$ cat src/rtl/rom_16x16.sv
// rom_16x16: 16 x 16-bit coefficient ROM with a registered, enabled read port.
// The table lives in mem[0:DEPTH-1] and is loaded at time zero through a
// declaration initialiser, so there is no write port and reset never touches it.
// Only the output register is reset; it holds its value whenever r_en is low.

module rom_16x16 #(
   parameter int DATA_W = 16,
   parameter int ADDR_W = 4,
   parameter int DEPTH  = 16
) (
   input  logic              clk,
   input  logic              rst_n,
   input  logic              r_en,
   input  logic [ADDR_W-1:0] addr,
   output logic [DATA_W-1:0] data
);

   typedef logic [DATA_W-1:0] mem_t [0:DEPTH-1];

   // Default table contents; entries beyond the 16 defined words read as zero.
   function automatic logic [DATA_W-1:0] word_at(input int idx);
      case (idx)
         0:       return DATA_W'(16'h0103);
         1:       return DATA_W'(16'h5200);
         2:       return DATA_W'(16'he0b9);
         3:       return DATA_W'(16'h0412);
         4:       return DATA_W'(16'h4839);
         5:       return DATA_W'(16'h0112);
         6:       return DATA_W'(16'h0377);
         7:       return DATA_W'(16'h0572);
         8:       return DATA_W'(16'hcafe);
         9:       return DATA_W'(16'h6225);
         10:      return DATA_W'(16'h1447);
         11:      return DATA_W'(16'haeec);
         12:      return DATA_W'(16'h52dd);
         13:      return DATA_W'(16'h1113);
         14:      return DATA_W'(16'h4444);
         15:      return DATA_W'(16'h5555);
         default: return '0;
      endcase
   endfunction

   function automatic mem_t rom_init();
      mem_t m;
      for (int i = 0; i < DEPTH; i++) begin
         m[i] = word_at(i);
      end
      return m;
   endfunction

   // Storage is a plain variable (not a net) so a bench can overwrite words
   // hierarchically; the design itself never writes it.
   mem_t mem = rom_init();

   logic [DATA_W-1:0] data_q;
   logic [DATA_W-1:0] data_d;

   // Next read word: capture on enable, zero for addresses past the table, else hold.
   always_comb begin
      data_d = data_q;
      if (r_en) begin
         if (int'(addr) < DEPTH) begin
            data_d = mem[addr];
         end else begin
            data_d = '0;
         end
      end
   end

   // Output register; async reset clears it without needing a clock.
   always_ff @(posedge clk or negedge rst_n) begin
      if (!rst_n) begin
         data_q <= '0;
      end else begin
         data_q <= data_d;
      end
   end

   assign data = data_q;

endmodule

$ cat config.mk
export PLATFORM = sky130hd
export DESIGN_NAME = rom_16x16
export DESIGN_NICKNAME = d
export VERILOG_FILES = /design/src/rtl/rom_16x16.sv
export SDC_FILE = /design/constraint.sdc
export NUM_CORES = 1
export LEC_CHECK = 0
export ABC_AREA = 1
export BUFFER_PORTS_ARGS = -buffer_cell sky130_fd_sc_hd__buf_2
export CORE_UTILIZATION = 55
export CTS_CLUSTER_DIAMETER = 120
export DETAILED_ROUTE_END_ITERATION = 8
export PLACE_DENSITY = 0.94
export SLEW_MARGIN = 25
export SYNTH_ARGS = -nofsm -noshare
export SYNTH_HDL_FRONTEND = slang
export SYNTH_SLANG_ARGS = --single-unit
export TNS_END_PERCENT = 5
$ cat constraint.sdc
create_clock -name clk -period 1.7 [get_ports clk]
set_input_delay 0.255 -clock clk [delete_from_list [all_inputs] [get_ports clk]]
set_output_delay 0.255 -clock clk [all_outputs]
set_load 0.02 [all_outputs]
; ---- Word-level counts from Yosys, hierarchy flattened
; Memories as Yosys holds them, arrays and structs flattened. A register that Yosys moved wholly into a read port is not among the register bits.
; Index checks and enable logic that the tools add are counted.
[totals]
romBits = 256
elab_cells = 2
latchBits = 0
ramBits = 0
register_bits = 0
memories = 1
inputBits = 7
output_inout_bits = 16
[memory_table]
columns = name, words, width, read_ports, rd_ports_with_merged_regs, write_ports, line
row1 = mem, 16, 16, 1, 1, 0, 53  ; mem_t mem = rom_init();
[op_classes]
n_eq_ne = 0
div_mod_pow = 0
multipliers = 0
reduce_logical = 1
shifts = 0
order_cmp = 0
n_mux = 0
bitwise_logic = 0
n_addsub = 0
[ops]
columns = op, n
row1 = $logic_not A1 Y1, 1

; ---- Logic depth before layout (Yosys ltp)
; Gate-level depths: netlist of run 1.
[depth]
word_depth = 1
mapped_depth = 8
ltp_nobuf = 8

; ---- Worst setup path before layout of run 1
; OpenSTA, ideal clock, no wires.
[synth_path]
path_kind = input to register
from = in addr[1]
to = reg data_q[3], in the netlist data[3], read port of mem
t_required_ps = 1574
slack_ps = 657
setup_time_ps = 126
stages = 7
t_arrival_ps = 917
n_path_buf = 0
cell_sequence = inv_1 ha_1 inv_1 nand3_1 nand2_1 nand2_1 nand3_1
[synth_rtl]
columns = item, line
row1 = from (decl), 14  ; input logic [ADDR_W-1:0] addr,
row2 = to (decl), 55  ; logic [DATA_W-1:0] data_q;

; ---- Final worst setup path of run 1
[layout_path]
from = reg data_q[4], in the netlist data[4], read port of mem
to = out data[4]
[layout_rtl]
columns = item, line
row1 = to (decl), 15  ; output logic [DATA_W-1:0] data
; No word-level cell between the ends.

==> impl_metrics.json, run 1 <==
{
  "endpoint_kind": "primary output",
  "finClkSkew_ns": 0,
  "ir_worst_vdd_mv": 0.600,
  "portBuffers": 22,
  "hold_path.class": "primary input to register",
  "slowest_delay_ns": 0.40,
  "required_ns": 1.44,
  "nets": 169,
  "antenna_cells": 0,
  "fill_cells": 136,
  "initial_core_util": 0.610,
  "p_clk_frac": 0.275,
  "cts_buffers": 3,
  "path_clk_slew_ns": 0.11,
  "wirelength_mm": 2.10,
  "syn2layout_area_growth_pct": 13.9,
  "cts_tree": "built",
  "cts_num_sinks": 16,
  "first_iter_violations": 46,
  "coreArea_sq_mm": 0.00158,
  "antenna_found_initial": 0,
  "route.vias.total": 923,
  "synth_cell_types": 15,
  "synth_area_sq_um": 961,
  "die_h_um": 43.8,
  "htree_levels": 1,
  "largest_reg_flops": 16,
  "synth_top_family_by_area": "simple AND/OR/NAND/NOR gates",
  "rsz0062_at_grt": "false",
  "p_int_uw": 630,
  "setup.worst_path.start_class": "register",
  "cp.buffers_inverters": 1,
  "die_area_sq_mm": 0.00192,
  "yosys_warnings": 0,
  "ios": 23,
  "vias_per_cell": 5.43,
  "drt_first_pass_iters": 6,
  "postSynthCellCount": 132,
  "grt_pass1_vias": 833,
  "syn_nets": 146,
  "utilization": 0.694,
  "wire_per_inst_um": 12.3,
  "fin_ws_ns": 0.587,
  "violations": "design-rule violations",
  "p_leak_nw": 0.633,
  "dp_slack_ns": 0.333,
  "p_comb_frac": 0.258,
  "clock-root-buffer": "clkbuf_4",
  "worst_pin_slew_ns": 0.356,
  "synth_xor_area_frac": 0,
  "period_share": 0.655,
  "synthAdderAreaFrac": 0.0911,
  "grt_pass1_wl_mm": 3.55,
  "synth_seq_cells": 16,
  "layout-drive-gt1-share": 0.195,
  "grt-ovfl-total": 0,
  "swShare": 0.334,
  "drv_slew": 0,
  "slowest_stage": "dfrtp_1",
  "yosysSeqAreaShare": 0.417,
  "critPathKind": "register to primary output",
  "final-setup-viol-count": 0,
  "cts_buffer_depth": 2,
  "die_x_um": 43.8,
  "synth_compound_area_frac": 0.0690,
  "fmax_mhz": 898,
  "grt_max_degree": 20,
  "outcome": "complete, but fails checks",
  "slew_headroom": 0.762,
  "cap_violations": 0,
  "avgSynthCellArea_sq_um": 7.28,
  "cts_setup_buffers": 0,
  "dp_cells": 165,
  "yosys.area_share.simple": 0.328,
  "clkLatencyLatePin_ns": 0.28,
  "tns_ns": 0,
  "hpwl_mm": 1.49,
  "stdcell_count": 170,
  "worstPathArrival_ns": 0.86,
  "crit_path_max_fanout": 2,
  "finalHoldViolations": 0,
  "crit_path_cell_trace": "buf_2",
  "power_switching_uw": 316,
  "seqPwrFrac": 0.468,
  "ant_nets": 0,
  "power_density_mw_per_mm2": 863,
  "whs_ns": 0.294,
  "row_count": 14,
  "mostFrequentLayoutCell": "nand2_1",
  "drc": 2,
  "grt_usage": 0.253,
  "period_needed_ns": 1.11,
  "gp_congestion": 0.914,
  "cp_top_family": "flip-flops",
  "final_cell_mix": "44 x nand2_1, 22 x buf_2, 17 x nor2_1",
  "synth.area.mux_share": 0
}
-- synthesized netlist by cell type --
cell type | count | area, sq um
nor2_1 | 17 | 63.8
nand2_2 | 1 | 6.26
inv_1 | 10 | 37.5
dfrtp_1 | 16 | 400
a31oi_1 | 1 | 6.26
o21ai_0 | 2 | 10.0
nand3_1 | 16 | 80.1
nand2_1 | 44 | 165
o21ai_1 | 1 | 5.00
buf_4 | 2 | 15.0
inv_2 | 3 | 11.3
a21oi_1 | 9 | 45.0
buf_2 | 1 | 5.00
ha_1 | 7 | 87.6
buf_6 | 2 | 22.5
-- power by group through the flow --
stage / Sequential [mW] / Combinational (mW) / Clock [mW]
after CTS: 0.443 / 0.243 / 0.264
after global routing: 0.448 / 0.272 / 0.278
after global placement: 0.447 / 0.237 / 0
after floorplan: 0.503 / 0.109 / 0
after detailed placement: 0.450 / 0.240 / 0
final: 0.442 / 0.243 / 0.260
-- per-layer routing --
metal	global-route usage	up-vias	wire length, um
met4	0.106	0	64
met1	0.329	411	916
met5	0	-	0
met3	0.0542	9	131
met2	0.406	47	985
li1	-	456	-
-- what timing repair did --
item                      in CTS  in global routing
hold buffers                   1                  0
resized for setup              0                  0
hold endpoints to repair      16                  0
-- final timing paths --
| path | startpoint | to | slack, ns | cells after the start |
|---|---|---|---|---|
| setup / recovery | data[4] | data[4] | 0.59 | 1 |
| hold / removal | addr[1] | data[6] | 0.29 | 3 |
| setup reg to reg | data[3] | data[3] | 1.05 | 2 |
| hold reg to reg | data[14] | data[14] | 0.49 | 2 |
| max in group asynchronous | rst_n | data[9] | 1.04 | 2 |
| min in group asynchronous | rst_n | data[1] | 0.39 | 2 |
-- through the flow --
stage | power, mW | cell area (sq um)
6_report | 0.945 | 1090
5_1_grt | 0.998 | 1090
4_1_cts | 0.951 | 1090
3_3_place_gp | 0.684 | 1050
3_5_place_dp | 0.690 | 1050
2_1_floorplan | 0.612 | 961
-- area by class of cell --
type / count / area [sq um] / share of cell area
inverters: 13 / 48.8 / 0.0446
clock buffers: 4 / 36.3 / 0.0331
well taps: 16 / 20.0 / 0.0183
multi-input cells: 98 / 469 / 0.429
flip-flops and latches: 16 / 400 / 0.366
repair buffers: 23 / 120 / 0.110
-- kinds of logic after synthesis --
kind of cell | after synthesis
and+or+nand+nor | 78
buffers and inverters | 18
DFF | 16
AOI/OAI and AO/OA | 13
adders and majority gates | 7
Note: power is estimated with default switching activity, not from simulation.
==> inputs of run 2 (changes only) <==
--- a/config.mk
+++ b/config.mk
@@ -7,10 +7,10 @@
 export LEC_CHECK = 0
 export ABC_AREA = 1
 export BUFFER_PORTS_ARGS = -buffer_cell sky130_fd_sc_hd__buf_2
-export CORE_UTILIZATION = 55
+export CORE_UTILIZATION = 51
 export CTS_CLUSTER_DIAMETER = 120
 export DETAILED_ROUTE_END_ITERATION = 8
-export PLACE_DENSITY = 0.94
+export PLACE_DENSITY = 0.89
 export SLEW_MARGIN = 25
 export SYNTH_ARGS = -nofsm -noshare
 export SYNTH_HDL_FRONTEND = slang
==> constraint.sdc (replaced) <==
create_clock -name clk -period 1.15 [get_ports clk]
set_input_delay 0.1725 -clock clk [delete_from_list [all_inputs] [get_ports clk]]
set_output_delay 0.1725 -clock clk [all_outputs]
set_load 0.02 [all_outputs]
==> run 2 against run 1 <==
Compared with the run above:
- the flow now finishes without violations
- largest power group unchanged
- critical path depth is the same
- combinational power rose by 51%
- core utilization shrank 4.8 points
- cell count increased by 7.1%
- design area grew 3.1%
- register-to-register slack worse by 0.54 ns
- hold slack lost 0.062 ns
==> impl_metrics.json, run 2 (same netlist as run 1, synthesis figures left out) <==
{
  "power_switching_uw": 472,
  "wirelength_mm": 2.16,
  "first_iter_violations": 66,
  "r2r_slack_ns": 0.51,
  "drt_first_pass_iters": 5,
  "power_density_mw_per_mm2": 1250,
  "cp_top_family": "flip-flops",
  "cp.buffers_inverters": 1,
  "initial_core_util": 0.551,
  "cts_num_sinks": 16,
  "grt_usage": 0.248,
  "swShare": 0.335,
  "tns_ns": 0,
  "dp_cells": 177,
  "die_area_sq_mm": 0.00206,
  "htree_levels": 1,
  "die_x_um": 45.4,
  "p_comb_frac": 0.261,
  "mostFrequentLayoutCell": "nand2_1",
  "cts_buffers": 3,
  "cts_resized": 0,
  "crit_path_cell_trace": "buf_2",
  "largest_reg_flops": 16,
  "antenna_cells": 0,
  "critPathKind": "register to primary output",
  "grt-ovfl-total": 0,
  "worstPathArrival_ns": 0.86,
  "final-setup-viol-count": 0,
  "ios": 23,
  "crit_path_max_fanout": 2,
  "nets": 172,
  "p_clk_frac": 0.276,
  "slowest_delay_ns": 0.39,
  "grt_pass1_wl_mm": 3.62,
  "finClkSkew_ns": 0,
  "cts_setup_buffers": 0,
  "cts_buffer_depth": 2,
  "ant_nets": 0,
  "grt_max_degree": 17,
  "endpoint_kind": "primary output",
  "syn2layout_area_growth_pct": 17.4,
  "fmax_mhz": 969,
  "drv_slew": 0,
  "stdcell_count": 182,
  "gp_congestion": 0.955,
  "coreArea_sq_mm": 0.00175,
  "p_leak_nw": 0.648,
  "drc": 0,
  "grt_pass1_vias": 842,
  "worst_pin_slew_ns": 0.357,
  "wire_per_inst_um": 11.9,
  "clock-root-buffer": "clkbuf_4",
  "slowest_stage": "dfrtp_1",
  "p_int_uw": 938,
  "ir_worst_vdd_mv": 0.672,
  "hpwl_mm": 1.49,
  "period_needed_ns": 1.03,
  "path_clk_slew_ns": 0.09,
  "hold_buffers": 1,
  "hold_path.class": "primary input to register",
  "route.vias.total": 960,
  "seqPwrFrac": 0.463,
  "cts_tree": "built",
  "period_share": 0.898,
  "antenna_found_initial": 0,
  "setup.worst_path.start_class": "register",
  "outcome": "finished, final reports clean",
  "rsz0062_at_grt": "false",
  "cap_violations": 0,
  "layout-drive-gt1-share": 0.210,
  "portBuffers": 22,
  "slew_headroom": 0.762,
  "clkLatencyLatePin_ns": 0.30,
  "die_h_um": 45.4,
  "required_ns": 0.98,
  "final_cell_mix": "44 x nand2_1, 22 x buf_2, 17 x nor2_1",
  "finalHoldViolations": 0,
  "row_count": 15,
  "vias_per_cell": 5.27
}
run 2: power groups by stage:
stage / clock [mW] / sequential [mW] / combinational, mW
2_1_floorplan: 0 / 0.744 / 0.161
3_3_place_gp: 0 / 0.660 / 0.355
3_5_place_dp: 0 / 0.665 / 0.361
4_1_cts: 0.395 / 0.654 / 0.366
5_1_grt: 0.416 / 0.662 / 0.410
6_report: 0.389 / 0.654 / 0.368
run 2: worst paths after layout:
check,start,endpoint,cells past startpoint
min reg2reg,data[1],data[1],2
min in group asynchronous,rst_n,data[1],2
max reg2reg,data[11],data[11],2
max in group asynchronous,rst_n,data[5],2
min,r_en,data[14],3
max,data[11],data[11],1
run 2: metrics by stage:
stage / total power [mW] / area (sq um) / hold slack, ns / setup WS (ns) / utilization
2_1_floorplan: 0.905 / 961 / -0.123 / 0.189 / -
3_3_place_gp: 1.02 / 1080 / 0.0875 / 0.0273 / 0.620
3_5_place_dp: 1.03 / 1080 / 0.105 / -0.0593 / 0.620
4_1_cts: 1.42 / 1130 / 0.226 / 0.115 / 0.647
5_1_grt: 1.49 / 1130 / 0.232 / 0.0849 / 0.647
6_report: 1.41 / 1130 / 0.231 / 0.118 / 0.647
run 2: final cells by class:
class / count / area [sq um]
Sequential cell: 16 / 400
Fill cell: 157 / 617
Multi-Input combinational cell: 98 / 469
Tap cell: 25 / 31.3
Inverter: 13 / 48.8
Clock buffer: 4 / 36.3
Timing Repair Buffer: 26 / 143
run 2: layer usage:
metal / share of wire / GRT usage
met1: 0.43 / 0.313
met2: 0.47 / 0.389
met3: 0.074 / 0.0595
met5: 0 / 0
met4: 0.031 / 0.133
